<file path="src/rtl/cpu_pkg.sv">
// Shared definitions for the 8-bit CPU: opcode map, jump-select encoding and
// the fetch/decode sequencer state encoding.
package cpu_pkg;

  localparam int OPC_W  = 4;
  localparam int JSEL_W = 5;

  localparam logic [OPC_W-1:0] OP_NOP    = 4'h0;
  localparam logic [OPC_W-1:0] OP_ALU_LO = 4'h1;
  localparam logic [OPC_W-1:0] OP_ALU_HI = 4'h7;
  localparam logic [OPC_W-1:0] OP_JMP    = 4'h8;
  localparam logic [OPC_W-1:0] OP_JZ     = 4'h9;
  localparam logic [OPC_W-1:0] OP_JNZ    = 4'hA;
  localparam logic [OPC_W-1:0] OP_JC     = 4'hB;
  localparam logic [OPC_W-1:0] OP_JNC    = 4'hC;
  localparam logic [OPC_W-1:0] OP_RSV_D  = 4'hD;
  localparam logic [OPC_W-1:0] OP_RSV_E  = 4'hE;
  localparam logic [OPC_W-1:0] OP_HALT   = 4'hF;

  // One-hot jump select, bit order matches the jump logic strobe inputs.
  localparam logic [JSEL_W-1:0] JS_NONE = 5'b00000;
  localparam logic [JSEL_W-1:0] JS_JMP  = 5'b00001;
  localparam logic [JSEL_W-1:0] JS_JZ   = 5'b00010;
  localparam logic [JSEL_W-1:0] JS_JNZ  = 5'b00100;
  localparam logic [JSEL_W-1:0] JS_JC   = 5'b01000;
  localparam logic [JSEL_W-1:0] JS_JNC  = 5'b10000;

  typedef enum logic [2:0] {
    ST_FETCH   = 3'd0,
    ST_DECODE  = 3'd1,
    ST_OPERAND = 3'd2,
    ST_EXECUTE = 3'd3,
    ST_HALT    = 3'd4
  } seq_state_t;

endpackage

</file>
<file path="src/rtl/opcode_classify.sv">
// Combinational opcode classifier: jump / halt / reserved detection and the
// one-hot jump select. Shared with the jump logic bench.
module opcode_classify
  import cpu_pkg::*;
#(
  parameter int OPCODE_W = 4
) (
  input  logic [OPCODE_W-1:0] opcode,
  output logic                is_jump,
  output logic                is_halt,
  output logic                is_illegal,
  output logic [4:0]          jump_sel
);

  always_comb begin
    is_jump    = 1'b0;
    is_halt    = 1'b0;
    is_illegal = 1'b0;
    jump_sel   = JS_NONE;
    case (opcode)
      OPCODE_W'(OP_JMP): begin
        is_jump  = 1'b1;
        jump_sel = JS_JMP;
      end
      OPCODE_W'(OP_JZ): begin
        is_jump  = 1'b1;
        jump_sel = JS_JZ;
      end
      OPCODE_W'(OP_JNZ): begin
        is_jump  = 1'b1;
        jump_sel = JS_JNZ;
      end
      OPCODE_W'(OP_JC): begin
        is_jump  = 1'b1;
        jump_sel = JS_JC;
      end
      OPCODE_W'(OP_JNC): begin
        is_jump  = 1'b1;
        jump_sel = JS_JNC;
      end
      OPCODE_W'(OP_RSV_D),
      OPCODE_W'(OP_RSV_E): is_illegal = 1'b1;
      OPCODE_W'(OP_HALT):  is_halt    = 1'b1;
      // NOP and ALU ops are single-byte and need no classification flags.
      default: ;
    endcase
  end

endmodule

</file>
<file path="src/rtl/decode_sequencer.sv">
// Instruction fetch/decode sequencer: fetches opcode and operand bytes, steps
// FETCH/DECODE/OPERAND/EXECUTE and drives the jump logic strobes.
module decode_sequencer
  import cpu_pkg::*;
#(
  parameter int DATA_W   = 8,
  parameter int OPCODE_W = 4
) (
  input  logic                clock,
  input  logic                input_clear_n,
  input  logic [DATA_W-1:0]   input_mem_data,
  input  logic                input_mem_ready,
  output logic                output_mem_read,
  output logic                output_load_ir,
  output logic                output_load_operand,
  output logic                output_increment,
  output logic                output_execute,
  output logic                output_jump,
  output logic                output_jumpz,
  output logic                output_jumpnz,
  output logic                output_jumpc,
  output logic                output_jumpnc,
  output logic [OPCODE_W-1:0] output_opcode,
  output logic                output_illegal,
  output logic                output_halted
);

  seq_state_t          state;
  seq_state_t          state_nxt;
  logic [OPCODE_W-1:0] opcode_q;

  logic                is_jump;
  logic                is_halt;
  logic                is_illegal;
  logic [4:0]          jump_sel;

  logic                mem_read_c;
  logic                load_ir_c;
  logic                load_operand_c;
  logic                increment_c;
  logic                execute_c;
  logic                illegal_c;
  logic                halted_c;
  logic [4:0]          jump_c;

  // Operand bits are consumed by the external operand register, not here.
  logic                unused_operand_bits;
  assign unused_operand_bits = ^input_mem_data[DATA_W-OPCODE_W-1:0];

  opcode_classify #(
    .OPCODE_W (OPCODE_W)
  ) u_classify (
    .opcode     (opcode_q),
    .is_jump    (is_jump),
    .is_halt    (is_halt),
    .is_illegal (is_illegal),
    .jump_sel   (jump_sel)
  );

  always_ff @(posedge clock or negedge input_clear_n) begin
    if (!input_clear_n) begin
      state    <= ST_FETCH;
      opcode_q <= '0;
    end else begin
      state <= state_nxt;
      if (load_ir_c) begin
        opcode_q <= input_mem_data[DATA_W-1 -: OPCODE_W];
      end
    end
  end

  always_comb begin
    state_nxt      = state;
    mem_read_c     = 1'b0;
    load_ir_c      = 1'b0;
    load_operand_c = 1'b0;
    increment_c    = 1'b0;
    execute_c      = 1'b0;
    illegal_c      = 1'b0;
    halted_c       = 1'b0;
    jump_c         = JS_NONE;
    case (state)
      ST_FETCH: begin
        mem_read_c = 1'b1;
        if (input_mem_ready) begin
          load_ir_c   = 1'b1;
          increment_c = 1'b1;
          state_nxt   = ST_DECODE;
        end
      end
      ST_DECODE: begin
        // Reserved opcodes retire as a NOP without an execute phase.
        if (is_illegal) begin
          illegal_c = 1'b1;
          state_nxt = ST_FETCH;
        end else if (is_halt) begin
          state_nxt = ST_HALT;
        end else if (is_jump) begin
          state_nxt = ST_OPERAND;
        end else begin
          state_nxt = ST_EXECUTE;
        end
      end
      ST_OPERAND: begin
        mem_read_c = 1'b1;
        if (input_mem_ready) begin
          load_operand_c = 1'b1;
          increment_c    = 1'b1;
          state_nxt      = ST_EXECUTE;
        end
      end
      ST_EXECUTE: begin
        execute_c = 1'b1;
        jump_c    = is_jump ? jump_sel : JS_NONE;
        state_nxt = ST_FETCH;
      end
      ST_HALT: begin
        halted_c = 1'b1;
      end
      default: begin
        state_nxt = ST_FETCH;
      end
    endcase
  end

  // Outputs are qualified by the reset so every strobe drops the moment reset asserts.
  assign output_mem_read     = mem_read_c     & input_clear_n;
  assign output_load_ir      = load_ir_c      & input_clear_n;
  assign output_load_operand = load_operand_c & input_clear_n;
  assign output_increment    = increment_c    & input_clear_n;
  assign output_execute      = execute_c      & input_clear_n;
  assign output_illegal      = illegal_c      & input_clear_n;
  assign output_halted       = halted_c       & input_clear_n;
  assign output_jump         = jump_c[0]      & input_clear_n;
  assign output_jumpz        = jump_c[1]      & input_clear_n;
  assign output_jumpnz       = jump_c[2]      & input_clear_n;
  assign output_jumpc        = jump_c[3]      & input_clear_n;
  assign output_jumpnc       = jump_c[4]      & input_clear_n;
  assign output_opcode       = opcode_q;

endmodule

</file>
<file path="config.mk">
export PLATFORM = sky130hd
export DESIGN_NAME = decode_sequencer
export DESIGN_NICKNAME = d
export VERILOG_FILES = /design/src/rtl/cpu_pkg.sv /design/src/rtl/opcode_classify.sv /design/src/rtl/decode_sequencer.sv
export SDC_FILE = /design/constraint.sdc
export NUM_CORES = 1
export LEC_CHECK = 0
export CORE_AREA = 5 5 42 44
export DETAILED_ROUTE_END_ITERATION = 10
export DIE_AREA = 0 0 47 49
export PLACE_DENSITY = 0.82
export SYNTH_ARGS = -nofsm -noshare
export SYNTH_HDL_FRONTEND = slang
export SYNTH_HIERARCHICAL = 1
export SYNTH_SLANG_ARGS = --single-unit
</file>
<file path="constraint.sdc">
create_clock -name clock -period 2.6 [get_ports clock]
set_input_delay 0.78 -clock clock [delete_from_list [all_inputs] [get_ports clock]]
set_output_delay 0.78 -clock clock [all_outputs]
set_load 0.01 [all_outputs]
</file>
After elaboration in Yosys (flattened, before gate mapping)
Index checks and enable logic that the tools add are counted.
- bits in registers: 7
- bits of input ports: 11
- equal/unequal tests: 14
- mux-type cells: 21
- bitwise operators: 13
- reductions and logical operators: 5
- operators with widths (operator ; count):
    $eq A4 B4 Y1 const B ; 8
    $pmux W5 S5 ; 1
    $mux W1 ; 13
    $and A1 B1 Y1 ; 12
    $mux W3 ; 4
    $pmux W3 S4 ; 1
    $mux W5 ; 2
    $eq A3 B2 Y1 const B ; 2
    $reduce_or A5 Y1 ; 1
    $ne A2 B2 Y1 const B ; 2
    $reduce_or A2 Y1 ; 2
    $eq A3 B1 Y1 const B ; 1
    $eq A3 B3 Y1 const B ; 1
    $logic_not A3 Y1 ; 1
    $reduce_and A3 Y1 ; 1
    $not A1 Y1 ; 1

Logic depth before layout (Yosys ltp)
Gate-level depths: netlist of run 1.
- depth in word-level cells: 7
- mapped depth: 4
- mapped depth without buffers: 4

Modules after synthesis
The synthesis of run 1 kept the hierarchy.
- modules (own cells, without submodules) (module ; instances ; cells an instance ; area an instance (um^2) ; seq. area each (um^2)):
    decode_sequencer ; 1 ; 39 ; 429.2 ; 175.2
    opcode_classify ; 1 ; 14 ; 83.8 ; 0.0

Worst setup path after synthesis of run 1
OpenSTA, ideal clock, no wires.
- kind: input port to output port
- start point: input port input_clear_n
- end point: output port output_jump
- arrival: 1.259 ns
- required time: 1.820 ns
- slack: 0.561 ns
- stages: 2
- path through: and4b_2 > and3_1
- cells in the longest elaborated chain, start to end: 1
- ends and longest elaborated chain (item ; RTL line ; RTL):
    start, declared ; decode_sequencer.sv:10 ; input logic input_clear_n,
    $and A1 B1 Y1 ; decode_sequencer.sv:134 ; assign output_jump = jump_c[0] & input_clear_n;
    end, declared ; decode_sequencer.sv:18 ; output logic output_jump,
Every way passes these cells.

Worst setup path after layout of run 1
- start point: input port input_mem_ready
- end point: output port output_increment
- cells in the longest elaborated chain, start to end: 3
- ends and longest elaborated chain (item ; RTL line ; RTL):
    start, declared ; decode_sequencer.sv:12 ; input logic input_mem_ready,
    $mux W1 ; decode_sequencer.sv:85, decode_sequencer.sv:106 ;
    $mux W1 ; - ;
    $and A1 B1 Y1 ; decode_sequencer.sv:130 ; assign output_increment = increment_c & input_clear_n;
    end, declared ; decode_sequencer.sv:16 ; output logic output_increment,
Every way passes these cells.

==> metrics.txt, run 1 <==
synthesized net count=64; status=complete, no violations; drt total wl=1238 µm; Sequential Area=175.2 µm²; count leader, synth=dfrtp_1; worst rel slew slack=74.44%; top post-synthesis cells by count=7 x dfrtp_1, 5 x and3_1, 5 x nor2_1; design internal power=0.0004565 W; pwr dens=983.0 mW/mm²; Fin Clk Skew=0.001573 ns; die area=0.002303 mm²; Post-synth EDFFs=0; largest net degree at the start of global routing=13; row count=14; post-synth top area share=between 30% and 40%; routed length per placed instance=12.76 µm; crit end category=output port; Async S/R FF share, synth=between 90% and 100%; clock share of power=between 10% and 20%; total clock sinks=7; worst-margin pin slew=between 0.3 and 0.4 ns; hold_buf cts=0; Synthesis Warnings=6; leakage power=0.3807 nW; CTS tree=done; max-slew violations=0; Layout area overhead=50.98%; CP Launch Type=input port; first-pass GRT wire length=1952 µm; Syn Area/Cell=9.679 µm²; NumNets Final=93; crit path kind=input port to output port; via count=just under 500; IR drop worst, VDD=roughly 550 µV; #FFs+latches synth=7; DPL Wire Length=980.3 µm; H-tree depth=1; max-cap check violation count=0; root buffer selected by CTS=clkbuf_4; Initial Utilization=36.61%; Synth cell types=26; die width=around 47 µm; Gate power share=54.4%; initial antenna violation count=0; Initial DRT Pass Iterations=4; remaining antenna violation count after routing=0; Yosys top cell by area=dfrtp_1; RSZ-0062 raised after global routing=no; setup_tns=0 ns; Seq/Total Area, Yosys=34.15%; Main synth FF type=dfrtp_1; I/O Pins=27; Net Sw Frac=40.03%; vias per cell=roughly 5.0; Num CTS Buffers=3; Hold WS=0.5852 ns; WP data required=1.82 ns; GPL Wtd Cong=0.6550; Seq pwr share=between 30 and 40%; Die Height=49 µm; GRT overflow=0; Worst Path Max Fanout=3; Hold Path Class=flop to flop; crit share post-route=between 90% and 100%; Syn Inst Count=53; multi-input logic area=319.1 µm²; clk slew on worst S/H paths=approximately 0.050 ns; core area=0.001401 mm²; fmax=0.3917 GHz; Final Setup Violations=0; top post-synthesis cells by area=dfrtp_1 34%, mux2_2 8.8%, and3_1 6.1%, nor3b_1 5.9%, nor4b_4 4.6%; DR iter-0 viols=11; Longest Clk Path Bufs=2; DR DRC count=0; aggregate global-route resource usage=11.71%; sw power=0.0003048 W; PortBufs=22; shortest period the worst path allows=2.553 ns; fillers=131; Worst-Skew Late Latency=0.25 ns; fraction of layout cells with a size suffix above 1=33.33%; vias in the first global route=around 450; mapped cell area=513.0 µm²; final hold vios=0; arrival time worst endpoint=~1.8 ns; # diodes=0
## worst max-delay path, cell delays in order
cell	delay, ns
clkdlybuf4s50_1	0.48
and4bb_2	0.24
dlygate4sd2_1	0.27
## per-layer routing
layer | vias up | wire length (µm) | GRT usage (%)
met4 | 0 | 36 | 10.14
met5 | - | 0 | 0
met2 | 16 | 599 | 17.42
met3 | 3 | 73 | 1.107
li1 | 246 | - | -
met1 | 221 | 530 | 14.19
## kinds of logic (layout without fill, tap and decap cells)
logic type	count (synthesis)	in the layout	synth area share [%]
and+or+nand+nor	33	33	46.34
muxes	4	4	8.780
buffers and inverters	4	32	3.657
AOI/OAI and AO/OA	5	5	7.072
DFF	7	7	34.15
## area by class of cell
cell class / count / area share [%]
multi-input combinational: 42 / 41.20
clock buffer: 4 / 3.393
inverter: 1 / 0.4847
sequential: 7 / 22.62
timing repair buffer: 27 / 29.73
tap: 16 / 2.585
## final timing paths
path                       cells past startpoint                to             start  slack [ns]
setup / recovery                               3  output_increment   input_mem_ready        0.05
hold / removal                                 1  output_opcode[2]  output_opcode[2]        0.59
min in group asynchronous                      2  output_opcode[1]     input_clear_n        0.60
hold reg to reg                                1  output_opcode[2]  output_opcode[2]        0.59
setup reg to reg                               2  output_opcode[3]          state[0]        1.15
max in group asynchronous                      2          state[2]     input_clear_n        1.88
## cells in the final DEF, fill, tap and decap left out, drive strengths merged, types with 3 or more instances in the layout
master	netlist	layout
and3	5	5
buf	2	7
clkbuf	1	7
clkdlybuf4s50	0	10
dfrtp	7	7
dlygate4sd2	0	5
mux2	4	4
nand2	3	3
nand2b	4	4
nor2	5	5
nor3	4	4
nor3b	4	4
## registers in the layout (all words and copies together) (netlist names)
register	count
state	3
output_opcode	4
## per-stage QoR
| stage | total power [W] | instance area, µm² | worst slack, ns | util, % | instances |
|---|---|---|---|---|---|
| 3_5_place_dp | 0.0006765 | 768.2 | -0.5251 | 54.82 | 92 |
| 6_report | 0.0007613 | 774.5 | 0.04686 | 55.27 | 97 |
| 5_1_grt | 0.0008228 | 774.5 | 0.004131 | 55.27 | 97 |
| 3_3_place_gp | 0.0006597 | 768.2 | -0.4906 | 54.82 | 92 |
| 2_1_floorplan | 0.0005044 | 513.0 | 0.5608 | - | 53 |
| 4_1_cts | 0.0007747 | 787.0 | 0.01309 | 56.16 | 97 |
## repair_timing
| item | CTS | global route |
|---|---|---|
| pin swaps | 1 | 2 |
| cloned | 0 | 0 |
| resized for setup | 22 | 4 |
| endpoints found under the setup margin | 12 | 5 |
| buffers inserted | 1 | 0 |
## power groups by stage
stage / combinational (W) / clock [W] / sequential [W]
6_report: 0.000414 / 0.0000971 / 0.000250
5_1_grt: 0.000448 / 0.000112 / 0.000262
4_1_cts: 0.000419 / 0.000105 / 0.000250
3_5_place_dp: 0.000425 / 0 / 0.000252
3_3_place_gp: 0.000414 / 0 / 0.000246
2_1_floorplan: 0.000270 / 0 / 0.000235
(Power assumes the default switching activity.)
==> run 2: changes to the inputs <==
--- a/config.mk
+++ b/config.mk
@@ -6,6 +6,7 @@
 export NUM_CORES = 1
 export LEC_CHECK = 0
 export CORE_AREA = 5 5 42 44
+export CTS_CLUSTER_SIZE = 14
 export DETAILED_ROUTE_END_ITERATION = 10
 export DIE_AREA = 0 0 47 49
 export PLACE_DENSITY = 0.82
==> results of run 2 <==
No change in the layout: final DEF, timing and power equal those of run 1.
==> run 3: changes to the inputs <==
--- a/config.mk
+++ b/config.mk
@@ -9,6 +9,7 @@
 export CTS_CLUSTER_SIZE = 14
 export DETAILED_ROUTE_END_ITERATION = 10
 export DIE_AREA = 0 0 47 49
+export MAX_ROUTING_LAYER = met4
 export PLACE_DENSITY = 0.82
 export SYNTH_ARGS = -nofsm -noshare
 export SYNTH_HDL_FRONTEND = slang
==> run 3 against run 2 <==
Effect of this change:
- final area unchanged
- wire length shrank 1.5%
- die area unchanged
- non-clock buffer count is the same
- first-iteration DRC count stayed put
- highest routed layer unchanged
- global-route usage grew 0.30 points
- sequential share of layout area unchanged
- sequential cell count unchanged
- combinational power about the same
- core utilization stayed put
- hold slack better by 0.0015 ns
==> metrics.txt, run 3 (synthesis results as in run 1) <==
status=complete, no violations (unchanged); utilization after layout=55.27% (unchanged); DPL Wire Length=980.3 µm (unchanged); commonest non-fill, non-tap cell in the layout=clkdlybuf4s50_1 (unchanged); Fin Clk Skew=0.001907 ns (was 0.001573 ns); max-cap check violation count=0 (unchanged); DP Worst Slack=-0.5251 ns (unchanged); placed cell count=92 (unchanged); Longest Clk Path Bufs=2 (unchanged); Slowest Stage Delay on Critical Path=0.48 ns (about the same); # diodes=0 (unchanged); non-filler cells, final=97 (unchanged); first-pass GRT wire length=1952 µm (unchanged); max reg flops=4 (unchanged); initial antenna violation count=0 (unchanged); crit share post-route=98.20% (about the same); fmax=0.3917 GHz (unchanged); Initial Utilization=36.61% (unchanged); via count=490 (was 486); WP data required=1.82 ns (about the same); RSZ-0062 raised after global routing=no (unchanged); root buffer selected by CTS=clkbuf_4 (unchanged); drt total wl=1219 µm (was 1238 µm); H-tree depth=1 (unchanged); Final Setup Violations=0 (unchanged); DR DRC count=0 (unchanged); CP Launch Type=input port (unchanged); FF-to-FF setup slack=1.15 ns (about the same); Final WS setup=0.04686 ns (about the same); aggregate global-route resource usage=12.01% (was 11.71%); IR drop worst, VDD=551.4 µV (was 549.9 µV); Hold Path Class=flop to flop (unchanged); final hold vios=0 (unchanged); shortest period the worst path allows=2.553 ns (about the same); clk slew on worst S/H paths=0.05 ns (about the same); remaining antenna violation count after routing=0 (unchanged); Worst-Skew Late Latency=0.25 ns (about the same); row count=14 (unchanged); Die Height=49 µm (unchanged); core area=0.001401 mm² (unchanged); GRT overflow=0 (unchanged); total clock sinks=7 (unchanged); most frequent cells in the layout=10 x clkdlybuf4s50_1, 7 x dfrtp_1 (unchanged); arrival time worst endpoint=1.77 ns (about the same); Worst Path Max Fanout=3 (unchanged); DR iter-0 viols=11 (unchanged); pwr dens=981.6 mW/mm² (was 983.0 mW/mm²); Initial DRT Pass Iterations=4 (unchanged); die area=0.002303 mm² (unchanged); Layout area overhead=50.98% (unchanged); vias in the first global route=448 (was 452); largest net degree at the start of global routing=13 (unchanged); crit end category=output port (unchanged); hold_buf cts=0 (unchanged); cell with the largest stage delay on the worst path=clkdlybuf4s50_1 (unchanged); GPL Wtd Cong=0.6610 (was 0.6550); Num CTS Buffers=3 (unchanged); routed length per placed instance=12.57 µm (was 12.76 µm); I/O Pins=27 (unchanged); PortBufs=22 (unchanged); leakage power=0.3807 nW (unchanged); worst rel slew slack=74.24% (was 74.44%); vias per cell=5.052 (was 5.010); CTS tree=done (unchanged); NumNets Final=93 (unchanged); worst path cell trace=clkdlybuf4s50_1 > and4bb_2 > dlygate4sd2_1 (unchanged); max-slew violations=0 (unchanged); worst-margin pin slew=0.3864 ns (was 0.3834 ns); die width=47 µm (unchanged); crit path kind=input port to output port (unchanged); fraction of layout cells with a size suffix above 1=33.33% (unchanged)
-- run 3: cell counts in the layout (fill, tap and decap cells not counted) --
Identical to the previous run, type by type.
-- run 3: cell type report --
type / count / area (µm²)
fill: 131 / 626.9
sequential: 7 / 175.2
tap: 16 / 20.02
clock buffer: 4 / 26.28
timing repair buffer: 27 / 230.2
multi-input combinational: 42 / 319.1
inverter: 1 / 3.754
-- run 3: stage by stage --
stage	hold slack [ns]	TNS, ns	cell area (µm²)	power (W)
2_1_floorplan	0.4844	0	513.0	0.0005044
3_3_place_gp	0.5678	-4.878	768.2	0.0006597
3_5_place_dp	0.5770	-5.222	768.2	0.0006765
4_1_cts	0.5806	0	787.0	0.0007747
5_1_grt	0.5969	0	774.5	0.0008228
6_report	0.5867	0	774.5	0.0007602
-- run 3: worst paths after layout --
check,startpoint,end,depth (start not counted)
min in group asynchronous,input_clear_n,output_opcode[2],2
worst min-delay path,output_opcode[2],output_opcode[2],1
worst max register to register,state[0],output_opcode[3],2
worst max-delay path,input_mem_ready,output_increment,3
worst min register to register,output_opcode[2],output_opcode[2],1
max in group asynchronous,input_clear_n,state[2],2
-- run 3: what timing repair did --
| item | 4_1_cts | 5_1_grt |
|---|---|---|
| pin swaps | 1 | 2 |
| gates resized for setup | 22 | 4 |
| setup endpoints to repair | 12 | 5 |
| setup buffers | 1 | 0 |
-- run 3: critical path, delay by kind of cell --
family	cells	cell delay, ns
buffers and inverters	2	0.75
AND/OR/NAND/NOR	1	0.24
-- run 3: routing by layer --
metal	global-route usage (%)	wire, µm	vias to the layer above
li1	-	-	246
met1	14.19	513	225
met2	17.42	603	13
met3	1.107	66	6
met4	10.14	36	0
met5	-	0	-
-- run 3: power by group --
part	leakage [nW]	internal [W]	total (W)	switching, W
sequential	0.0854	0.000159	0.000250	0.0000903
combinational	0.280	0.000239	0.000414	0.000175
clock	0.0150	0.0000585	0.0000970	0.0000385
